## config.mk

```make
export PLATFORM = sky130hd
export DESIGN_NAME = video_pixel_pack_flat
export DESIGN_NICKNAME = d
export VERILOG_FILES = /design/src/rtl/video_pixel_pack_if.sv /design/src/rtl/video_pixel_pack.sv /design/src/flat_wrapper.sv
export SDC_FILE = /design/constraint.sdc
export NUM_CORES = 1
export LEC_CHECK = 0
export ABC_AREA = 0
export CAP_MARGIN = 30
export CORE_MARGIN = 1
export CORE_UTILIZATION = 35
export DETAILED_ROUTE_END_ITERATION = 10
export PLACE_DENSITY_LB_ADDON = 0.05
export SYNTH_ARGS = -nofsm -noshare
export SYNTH_HDL_FRONTEND = slang
export SYNTH_SLANG_ARGS = --single-unit
```

## constraint.sdc

```tcl
create_clock -name clk -period 2.25 [get_ports clk]
set_input_delay 0.225 -clock clk [delete_from_list [all_inputs] [get_ports clk]]
set_output_delay 0.225 -clock clk [all_outputs]
set_load 0.01 [all_outputs]
```

## src/rtl/video_pixel_pack_if.sv

```systemverilog
// Video stream bundle for video_pixel_pack:
// raw pixel input side plus packed word output side.
interface video_pixel_pack_if #(
   parameter int PIXEL_WIDTH = 8,
   parameter int PACK_COUNT  = 4
);
   logic [PIXEL_WIDTH-1:0]            di_i;
   logic                              de_i;
   logic                              hs_i;
   logic                              vs_i;
   logic [PIXEL_WIDTH*PACK_COUNT-1:0] do_o;
   logic [PACK_COUNT-1:0]             be_o;
   logic                              de_o;
   logic                              eol_o;
   logic                              sof_o;
   logic                              hs_o;
   logic                              vs_o;

   modport master (
      output di_i, de_i, hs_i, vs_i,
      input  do_o, be_o, de_o, eol_o,
      input  sof_o, hs_o, vs_o
   );

   modport slave (
      input  di_i, de_i, hs_i, vs_i,
      output do_o, be_o, de_o, eol_o,
      output sof_o, hs_o, vs_o
   );
endinterface

```

## src/rtl/video_pixel_pack.sv

```systemverilog
// Packs PACK_COUNT pixels per word with lane mask, eol and sof flags.
// Define VIDEO_PIXEL_PACK_ERR_EN to add the line-length check (err_o).
module video_pixel_pack #(
   parameter int PIXEL_WIDTH   = 8,
   parameter int PACK_COUNT    = 4,
   parameter int LINE_SIZE_MAX = 4096
) (
   input  logic clk,
   input  logic rst,
   video_pixel_pack_if.slave vid
`ifdef VIDEO_PIXEL_PACK_ERR_EN
   ,
   output logic err_o
`endif
);
   localparam int PW = PIXEL_WIDTH;
   localparam int PC = PACK_COUNT;
   localparam int CW = $clog2(PC + 1);

   if (PC < 2 || PC > 8 || LINE_SIZE_MAX < PC) begin : g_bad
      $error("video_pixel_pack: bad parameters");
   end

   logic [PC-1:0][PW-1:0] acc;
   logic [CW-1:0]         cnt;
   logic                  hs_q;
   logic                  vs_q;
   logic                  sof_pend;

   logic          accept;
   logic          hs_rise;
   logic          vs_fall;
   logic          vs_rise;
   logic          flush;
   logic          full;
   logic          emit;
   logic [PC-1:0] mask;

   always_comb begin
      accept  = vid.de_i & ~vid.hs_i & vid.vs_i;
      hs_rise = vid.hs_i & ~hs_q;
      vs_fall = ~vid.vs_i & vs_q;
      vs_rise = vid.vs_i & ~vs_q;
      flush   = hs_rise | vs_fall;
      full    = (cnt == CW'(PC));
      emit    = (accept & full) | (flush & (cnt != '0));
      mask    = '0;
      for (int k = 0; k < PC; k++) begin
         mask[k] = (CW'(k) < cnt);
      end
   end

   assign vid.hs_o = hs_q;
   assign vid.vs_o = vs_q;

   // A full word is held until the next pixel or a flush so that
   // eol is known exactly when it leaves.
   always_ff @(posedge clk or negedge rst) begin
      if (!rst) begin
         acc       <= '0;
         cnt       <= '0;
         hs_q      <= 1'b1;
         vs_q      <= 1'b0;
         sof_pend  <= 1'b0;
         vid.do_o  <= '0;
         vid.be_o  <= '0;
         vid.de_o  <= 1'b0;
         vid.eol_o <= 1'b0;
         vid.sof_o <= 1'b0;
      end else begin
         hs_q      <= vid.hs_i;
         vs_q      <= vid.vs_i;
         vid.de_o  <= 1'b0;
         vid.eol_o <= 1'b0;
         vid.sof_o <= 1'b0;
         if (accept) begin
            if (full) begin
               vid.do_o  <= acc;
               vid.be_o  <= '1;
               vid.de_o  <= 1'b1;
               vid.sof_o <= sof_pend;
               acc       <= '0;
               acc[0]    <= vid.di_i;
               cnt       <= CW'(1);
            end else begin
               for (int k = 0; k < PC; k++) begin
                  if (cnt == CW'(k)) acc[k] <= vid.di_i;
               end
               cnt <= cnt + CW'(1);
            end
         end else if (flush && cnt != '0) begin
            vid.do_o  <= acc;
            vid.be_o  <= mask;
            vid.de_o  <= 1'b1;
            vid.eol_o <= 1'b1;
            vid.sof_o <= sof_pend;
            acc       <= '0;
            cnt       <= '0;
         end
         if (vs_rise) sof_pend <= 1'b1;
         else if (emit) sof_pend <= 1'b0;
      end
   end

`ifdef VIDEO_PIXEL_PACK_ERR_EN
   localparam int LW = $clog2(LINE_SIZE_MAX + 1);

   logic [LW-1:0] line_cnt;
   logic [LW-1:0] ref_len;
   logic          ref_vld;

   // Only non-empty lines take part in the comparison.
   always_ff @(posedge clk or negedge rst) begin
      if (!rst) begin
         line_cnt <= '0;
         ref_len  <= '0;
         ref_vld  <= 1'b0;
         err_o    <= 1'b0;
      end else begin
         err_o <= 1'b0;
         if (accept) begin
            if (line_cnt != LW'(LINE_SIZE_MAX))
               line_cnt <= line_cnt + LW'(1);
         end else if (flush) begin
            line_cnt <= '0;
            if (line_cnt != '0) begin
               ref_len <= line_cnt;
               ref_vld <= 1'b1;
               err_o   <= ref_vld && (ref_len != line_cnt);
            end
         end
         if (vs_rise) ref_vld <= 1'b0;
      end
   end
`endif
endmodule
```

## src/flat_wrapper.sv

```systemverilog
// flat-port wrapper written by rule: the top's interface ports become plain ports
module video_pixel_pack_flat 
#(
   parameter int PIXEL_WIDTH   = 8,
   parameter int PACK_COUNT    = 4,
   parameter int LINE_SIZE_MAX = 4096
)
  (clk, rst, vid_di_i, vid_de_i, vid_hs_i, vid_vs_i, vid_do_o, vid_be_o, vid_de_o, vid_eol_o, vid_sof_o, vid_hs_o, vid_vs_o);
  video_pixel_pack_if #(.PIXEL_WIDTH(PIXEL_WIDTH), .PACK_COUNT(PACK_COUNT)) vid_i ();
  input  logic clk;
  input  logic rst;
  input wire logic [$bits(vid_i.di_i)-1:0] vid_di_i;
  input wire logic [$bits(vid_i.de_i)-1:0] vid_de_i;
  input wire logic [$bits(vid_i.hs_i)-1:0] vid_hs_i;
  input wire logic [$bits(vid_i.vs_i)-1:0] vid_vs_i;
  output wire logic [$bits(vid_i.do_o)-1:0] vid_do_o;
  output wire logic [$bits(vid_i.be_o)-1:0] vid_be_o;
  output wire logic [$bits(vid_i.de_o)-1:0] vid_de_o;
  output wire logic [$bits(vid_i.eol_o)-1:0] vid_eol_o;
  output wire logic [$bits(vid_i.sof_o)-1:0] vid_sof_o;
  output wire logic [$bits(vid_i.hs_o)-1:0] vid_hs_o;
  output wire logic [$bits(vid_i.vs_o)-1:0] vid_vs_o;
  assign vid_i.di_i = vid_di_i;
  assign vid_i.de_i = vid_de_i;
  assign vid_i.hs_i = vid_hs_i;
  assign vid_i.vs_i = vid_vs_i;
  assign vid_do_o = vid_i.do_o;
  assign vid_be_o = vid_i.be_o;
  assign vid_de_o = vid_i.de_o;
  assign vid_eol_o = vid_i.eol_o;
  assign vid_sof_o = vid_i.sof_o;
  assign vid_hs_o = vid_i.hs_o;
  assign vid_vs_o = vid_i.vs_o;
  video_pixel_pack #(.PIXEL_WIDTH(PIXEL_WIDTH), .PACK_COUNT(PACK_COUNT), .LINE_SIZE_MAX(LINE_SIZE_MAX)) u_core (.clk(clk), .rst(rst), .vid(vid_i));
endmodule
```

==> summary.md, run 1 <==
| Metric | Value |
|---|---|
| Via count | 1,895 |
| Area Growth Syn to Fin | 33.00% |
| Io pins | 54 |
| Worst slew pin tran | 0.5030 ns |
| Worst Reg2Reg Path Length in Cells | 7 |
| Area of the core | 0.008258 mm² |
| CTS tree | built |
| Post-synth EDFFs | 0 |
| Most frequent cell after synthesis | dfrtp_1 |
| Max Clk Rate | 515.5 MHz |
| Largest net degree at the start of global routing | 41 |
| Maximum VDD drop | 0.4817 mV |
| Overall Global Routing Usage | 16.50% |
| Worst Path Required | 2.48 ns |
| Vias per cell | roughly 4.9 |
| Synthesized area | roughly 0.0030 mm² |
| Share of the synthesized area in the top cell type | 63.65% |
| Setup_tns | 0 ns |
| Post-synthesis sequential area ratio | about 65% |
| Power after layout | between 0.004 and 0.005 W |
| Vias in the first global route | approximately 2.0k |
| Post-layout minimum cycle time | ~1.9 ns |
| CP Capture Type | flop |
| CTS H-tree lvls | 3 |
| Antenna cells | 0 |
| Area leader, netlist | dfrtp_1 |
| MaxCap Viol Count | 0 |
| Avg Inst Size Synth | 15.01 µm² |
| Distinct cells, synth | 31 |
| Clock transition at path regs | about 0.080 ns |
| Clock sinks | a little under 80 |
| CP Max Fanout | 11 |
| Worst-case clock buffer depth | 2 |
| Fillers | 762 |
| Chip Width | 94.40 µm |
| Clock latency on the worst-skew pair | 0.35 ns |
| FFs w/ async S/R, synth | between 90% and 100% |
| Core Rows | 33 |
| Die H | 94.40 µm |
| Final Max Tran Viols | 0 |
| Number of DRC markers in iteration 0 | 48 |
| PortBufs | 53 |
| Post-CTS setup buffer count | 0 |
| Status | finished, final reports clean |
| Final HPWL DP | 4353 µm |
| Mapped Nets | between 200 and 250 |
| Antenna violations before repair | 0 |
| Slew HR | between 60% and 70% |
| Main flop type after synthesis | dfrtp_1 |
| TritonRoute pass-1 iters | 4 |
| Hold Path Stages | 1 |
| TritonCTS Buffers | 9 |
| Post-synthesis instance total | 199 |
| Crit share post-route | around 86% |
| Synth Register Bits | 77 |
| Fin area | 0.003974 mm² |
| Nets | a little under 300 |
| Top cells by count, synth | dfrtp_1 (76), a22o_1 (33), mux2_1 (23) |
| Startpoint types | flop |
| Syn. warnings | 0 |
| Post-DP Area | 0.003730 mm² |
| Fin. Hold Viols | 0 |
| Pwr/cell area | 1197 mW/mm² |
| Setup Crit Path Kind | flop to flop |
| Share of post-route cells with drive strength above 1 | 17.99% |
| Drc violations | 0 |
| Root buffer cell | clkbuf_8 |
| RD Place Congestion | 0.7839 |
| Skew final | approximately 0.0077 ns |
| CP Data Arrival Time | around 2.2 ns |
| Setup violators final | 0 |
| Worst min-delay path category | input pin to flop |
| Global route overflow | 0 |
| Initial core utilization | 36.18% |
| Leak | 1.917 nW |
| WL per Instance | 16.81 µm |
| RSZ-0062 raised after global routing | no |
| Final ANT Viol Nets | 0 |
| Total Wirelength | about 6400 µm |
| First-pass GRT wire length | 10,820 µm |
| Die area | 0.008910 mm² |
| Ranking of synthesized cells by area | dfrtp_1 (64%), a22o_1 (9.7%), mux2_1 (8.7%) |
==> stage by stage <==
step	setup slack, ns	cells	hold slack, ns	utilization, %
final	0.3100	383	0.3510	48.12
after global routing	0.1026	383	0.3509	48.12
after CTS	0.2997	383	0.3396	48.12
after detailed placement	0.1751	366	0.2258	45.17
after global placement	0.1963	366	0.2250	45.17
after floorplan	0.2804	199	-0.07059	-
==> cells by family after synthesis <==
group	after synthesis	share of synthesized area, %
AO/OA/AOI/OAI	47	13.36
flip-flops	77	64.53
AND/OR/NAND/NOR	27	5.067
buffers and inverters	12	2.177
adder cells (fa/ha/maj)	4	1.675
multiplexers	32	13.19
==> path summary, 6_finish.rpt <==
kind	startpoint	end	slack [ns]
max in group asynchronous	rst	u_core.vid.hs_o	1.23
setup reg to reg	u_core.cnt[0]	u_core.vid.do_o[7]	0.31
hold reg to reg	u_core.acc[10]	u_core.vid.do_o[10]	0.49
setup / recovery	u_core.cnt[0]	u_core.vid.do_o[7]	0.31
hold / removal	vid_hs_i	u_core.vid.hs_o	0.35
min in group asynchronous	rst	u_core.vid.do_o[16]	0.38
==> critical path, cell delays in order (launching register included) <==
cell and delay (ns):
dfrtp_1 0.38, inv_1 0.15, ha_1 0.23, inv_2 0.04
o22ai_2 0.14, and2_1 0.27, buf_4 0.26, mux2_1 0.35
==> routing by layer <==
metal / global-route usage, % / vias to the layer above / wire (µm)
li1: - / 884 / -
met1: 24.76 / 947 / 3327
met2: 22.28 / 57 / 2750
met3: 4.750 / 7 / 291
met4: 6.282 / 0 / 70
met5: 0 / - / 0
==> final cells by class <==
class | count | area, µm² | area share (%)
inverters | 6 | 22.52 | 0.5668
well taps | 105 | 131.4 | 3.306
multi-input cells | 110 | 994.7 | 25.03
flip-flops and latches | 77 | 1928 | 48.52
clock buffers | 11 | 151.4 | 3.810
clock inverters | 5 | 82.58 | 2.078
repair buffers | 69 | 663.1 | 16.69
==> repair_timing <==
item,4_1_cts,5_1_grt
gates resized for setup,0,0
hold endpoints to repair,37,0
endpoints found under the setup margin,0,0
hold buffers,1,0
==> layout by cell type, fill, tap and decap left out, types with 4 or more instances in the layout <==
master	Yosys	layout
dfrtp_1	76	76
clkdlybuf4s50_1	0	52
a22o_1	33	33
mux2_1	23	23
buf_4	0	15
clkbuf_8	0	11
mux2_4	9	9
nand2_1	7	7
nor2_1	4	4
a21oi_1	4	4
ha_1	4	4
==> state kept, by name, indices dropped and copies added (netlist names) <==
| name | flops |
|---|---|
| u_core.sof_pend | 1 |
| u_core.acc | 32 |
| u_core.vid.vs_o | 1 |
| u_core.vid.sof_o | 1 |
| u_core.cnt | 3 |
| u_core.vid.hs_o | 1 |
| u_core.vid.do_o | 32 |
| u_core.vid.de_o | 1 |
| u_core.vid.be_o | 4 |
| u_core.vid.eol_o | 1 |
==> power breakdown <==
part	total [W]	internal (W)	switching (W)	leakage, nW
Clock	0.00120	0.000687	0.000514	0.120
Sequential	0.00195	0.00174	0.000201	1.04
Combinational	0.00161	0.000880	0.000729	0.758
(Power assumes the default switching activity.)
==> run 2: changes to the inputs <==
--- a/config.mk
+++ b/config.mk
@@ -10,6 +10,7 @@
 export CORE_MARGIN = 1
 export CORE_UTILIZATION = 35
 export DETAILED_ROUTE_END_ITERATION = 10
+export GPL_ROUTABILITY_DRIVEN = 0
 export PLACE_DENSITY_LB_ADDON = 0.05
 export SYNTH_ARGS = -nofsm -noshare
 export SYNTH_HDL_FRONTEND = slang
==> results of run 2 <==
No change in the layout: final DEF, timing and power equal those of run 1.
==> run 3: changes to the inputs <==
--- a/config.mk
+++ b/config.mk
@@ -7,8 +7,9 @@
 export LEC_CHECK = 0
 export ABC_AREA = 0
 export CAP_MARGIN = 30
-export CORE_MARGIN = 1
+export CORE_MARGIN = 1.5
 export CORE_UTILIZATION = 35
+export CTS_BUF_LIST = sky130_fd_sc_hd__clkbuf_8
 export DETAILED_ROUTE_END_ITERATION = 10
 export GPL_ROUTABILITY_DRIVEN = 0
 export PLACE_DENSITY_LB_ADDON = 0.05
==> run 3 against run 2 <==
Cell count stayed put. Power is 2.9% lower. Largest cell class unchanged. Largest power group unchanged. Non-clock buffer count stayed put. Clock power decreased by 13%. Core utilization shrank 0.29 points.
==> summary.md, run 3 (synthesis results as in run 1) <==
| Metric | Value |
|---|---|
| Status | finished, final reports clean (unchanged) |
| Skew final | 0.01108 ns (was 0.007710 ns) |
| WHS | 0.3464 ns (was 0.3510 ns) |
| Clock latency on the worst-skew pair | 0.34 ns (was 0.35 ns) |
| Crit-path cells | inv_1 -> ha_1 -> inv_2 -> o22ai_2 -> and2_1 -> buf_12 -> mux2_1 (was inv_1 -> ha_1 -> inv_2 -> o22ai_2 -> and2_1 -> buf_4 -> mux2_1) |
| Worst R2R Setup Slack | 0.18 ns (was 0.31 ns) |
| Initial core utilization | 36.18% (unchanged) |
| Startpoint types | flop (unchanged) |
| Slew HR | 63.90% (was 66.34%) |
| Final Max Tran Viols | 0 (unchanged) |
| Max Clk Rate | 482.8 MHz (was 515.5 MHz) |
| PortBufs | 53 (unchanged) |
| Biggest regs | u_core.acc (32), u_core.vid.do_o (32), u_core.vid.be_o (4) (unchanged) |
| Worst R2R End | u_core.vid.do_o[25] (was u_core.vid.do_o[7]) |
| Core Rows | 33 (unchanged) |
| RSZ-0062 raised after global routing | no (unchanged) |
| Commonest cells after routing, fill and taps aside | dfrtp_1 (76), clkdlybuf4s50_1 (52), a22o_1 (33), mux2_1 (23), buf_4 (14) (was dfrtp_1 (76), clkdlybuf4s50_1 (52), a22o_1 (33), mux2_1 (23), buf_4 (15)) |
| Share of post-route cells with drive strength above 1 | 17.63% (was 17.99%) |
| Io pins | 54 (unchanged) |
| Hold Path Stages | 1 (unchanged) |
| Hold Startpoint | vid_hs_i (unchanged) |
| Critical Path Max Stage Delay | 0.38 ns (about the same) |
| CTS H-tree lvls | 3 (unchanged) |
| Clock sinks | 77 (unchanged) |
| Setup_tns | 0 ns (unchanged) |
| Vias in the first global route | 1,987 (was 1,995) |
| Post-layout minimum cycle time | 2.071 ns (was 1.940 ns) |
| Clock transition at path regs | 0.08 ns (about the same) |
| MaxCap Viol Count | 0 (unchanged) |
| TritonCTS Buffers | 9 (unchanged) |
| Commonest non-fill, non-tap cell in the layout | dfrtp_1 (unchanged) |
| Final HPWL DP | 4264 µm (was 4353 µm) |
| Maximum VDD drop | 0.4466 mV (was 0.4817 mV) |
| Global route overflow | 0 (unchanged) |
| Setup ws final | 0.1786 ns (was 0.3100 ns) |
| Area of the core | 0.008258 mm² (unchanged) |
| Vias per cell | 4.896 (was 4.948) |
| Crit-path slowest cell | dfrtp_1 (unchanged) |
| Worst Path Required | 2.47 ns (was 2.48 ns) |
| Worst slew pin tran | 0.5415 ns (was 0.5030 ns) |
| Chip Width | 95.40 µm (was 94.40 µm) |
| Via count | 1,875 (was 1,895) |
| CP Max Fanout | 23 (was 11) |
| Worst Reg2Reg Path Length in Cells | 7 (unchanged) |
| Leak | 1.898 nW (was 1.917 nW) |
| End of the worst hold path | u_core.vid.hs_o (unchanged) |
| Fin. Hold Viols | 0 (unchanged) |
| Worst r2r src | u_core.cnt[0] (unchanged) |
| Largest net degree at the start of global routing | 42 (was 41) |
| Nets | 290 (unchanged) |
| CP Data Arrival Time | 2.29 ns (was 2.17 ns) |
| CP Capture Type | flop (unchanged) |
| Die area | 0.009100 mm² (was 0.008910 mm²) |
| Overall Global Routing Usage | 15.86% (was 16.50%) |
| Total Wirelength | 6483 µm (was 6439 µm) |
| TritonRoute pass-1 iters | 4 (unchanged) |
| Antenna cells | 0 (unchanged) |
| Final ANT Viol Nets | 0 (unchanged) |
| Post-CTS setup buffer count | 0 (unchanged) |
| Crit share post-route | 92.06% (was 86.22%) |
| Number of DRC markers in iteration 0 | 61 (was 48) |
| Area Growth Syn to Fin | 32.20% (was 33.00%) |
| First-pass GRT wire length | 10,610 µm (was 10,820 µm) |
| Pwr/cell area | 1169 mW/mm² (was 1197 mW/mm²) |
| WL per Instance | 16.93 µm (was 16.81 µm) |
| Die H | 95.40 µm (was 94.40 µm) |
| Root buffer cell | clkbuf_8 (unchanged) |
| Post-layout util | 47.83% (was 48.12%) |
| Worst min-delay path category | input pin to flop (unchanged) |
| CTS tree | built (unchanged) |
| Place WS | 0.1586 ns (was 0.1751 ns) |
| Antenna violations before repair | 0 (unchanged) |
| Setup violators final | 0 (unchanged) |
| Worst-case clock buffer depth | 2 (unchanged) |
| Setup Crit Path Kind | flop to flop (unchanged) |
| Drc violations | 0 (unchanged) |
-- run 3: cell types whose count changed in the layout (fill, tap and decap cells not counted) --
cell        before  now
inv_1            3    4
bufinv_16        2    1
clkbuf_8        11    9
clkinv_2         1    0
buf_4           15   14
clkinv_4         2    0
inv_6            0    2
buf_12           1    2
clkinvlp_4       0    3
-- run 3: area by class of cell --
type,count,area [µm²]
clock buffer,9,123.9
multi-input combinational,110,994.7
clock inverter,7,73.82
timing repair buffer,69,675.6
inverter,6,22.52
tap,105,131.4
fill,773,4308
sequential,77,1928
-- run 3: report_power, final --
part	switching (W)	leakage, nW	internal (W)
Combinational	0.000758	0.765	0.000890
Sequential	0.000186	1.04	0.00174
Clock	0.000524	0.0937	0.000516
-- run 3: critical path: cells and delay by family (launching register included) --
family                   cells  cell delay (ns)
AO/OA/AOI/OAI                1             0.25
adder cells (fa/ha/maj)      1             0.23
buffers and inverters        3             0.44
multiplexers                 1             0.36
AND/OR/NAND/NOR              1             0.28
flip-flops                   1             0.38
-- run 3: how the worst max path moves through the flow --
stage	slack [ns]	endpoint	from	cells past startpoint
floorplan	0.28	u_core.vid.do_o[11]	u_core.cnt[0]	8
global placement	0.24	u_core.vid.do_o[4]	vid_vs_i	6
detailed placement	0.16	u_core.vid.do_o[25]	vid_vs_i	6
CTS	0.19	u_core.vid.do_o[25]	u_core.cnt[0]	7
global route	0.1	u_core.vid.do_o[25]	u_core.cnt[0]	7
finish	0.18	u_core.vid.do_o[25]	u_core.cnt[0]	7
-- run 3: layer usage --
layer	share of wire (%)	track usage (%)
met1	54	23.75
met2	42	22.34
met3	2.5	3.190
met4	1.4	6.250
met5	0	0
-- run 3: through the flow --
step,power (W),cells,instance area [µm²]
2_1_floorplan,0.002806,199,2988
3_3_place_gp,0.003616,366,3742
3_5_place_dp,0.003625,366,3742
4_1_cts,0.004685,383,3950
5_1_grt,0.004923,383,3950
6_report,0.004619,383,3950
-- run 3: timing repair --
item / CTS / global route
hold buffers: 1 / 0
resized for setup: 0 / 0
hold endpoints to repair: 39 / 0
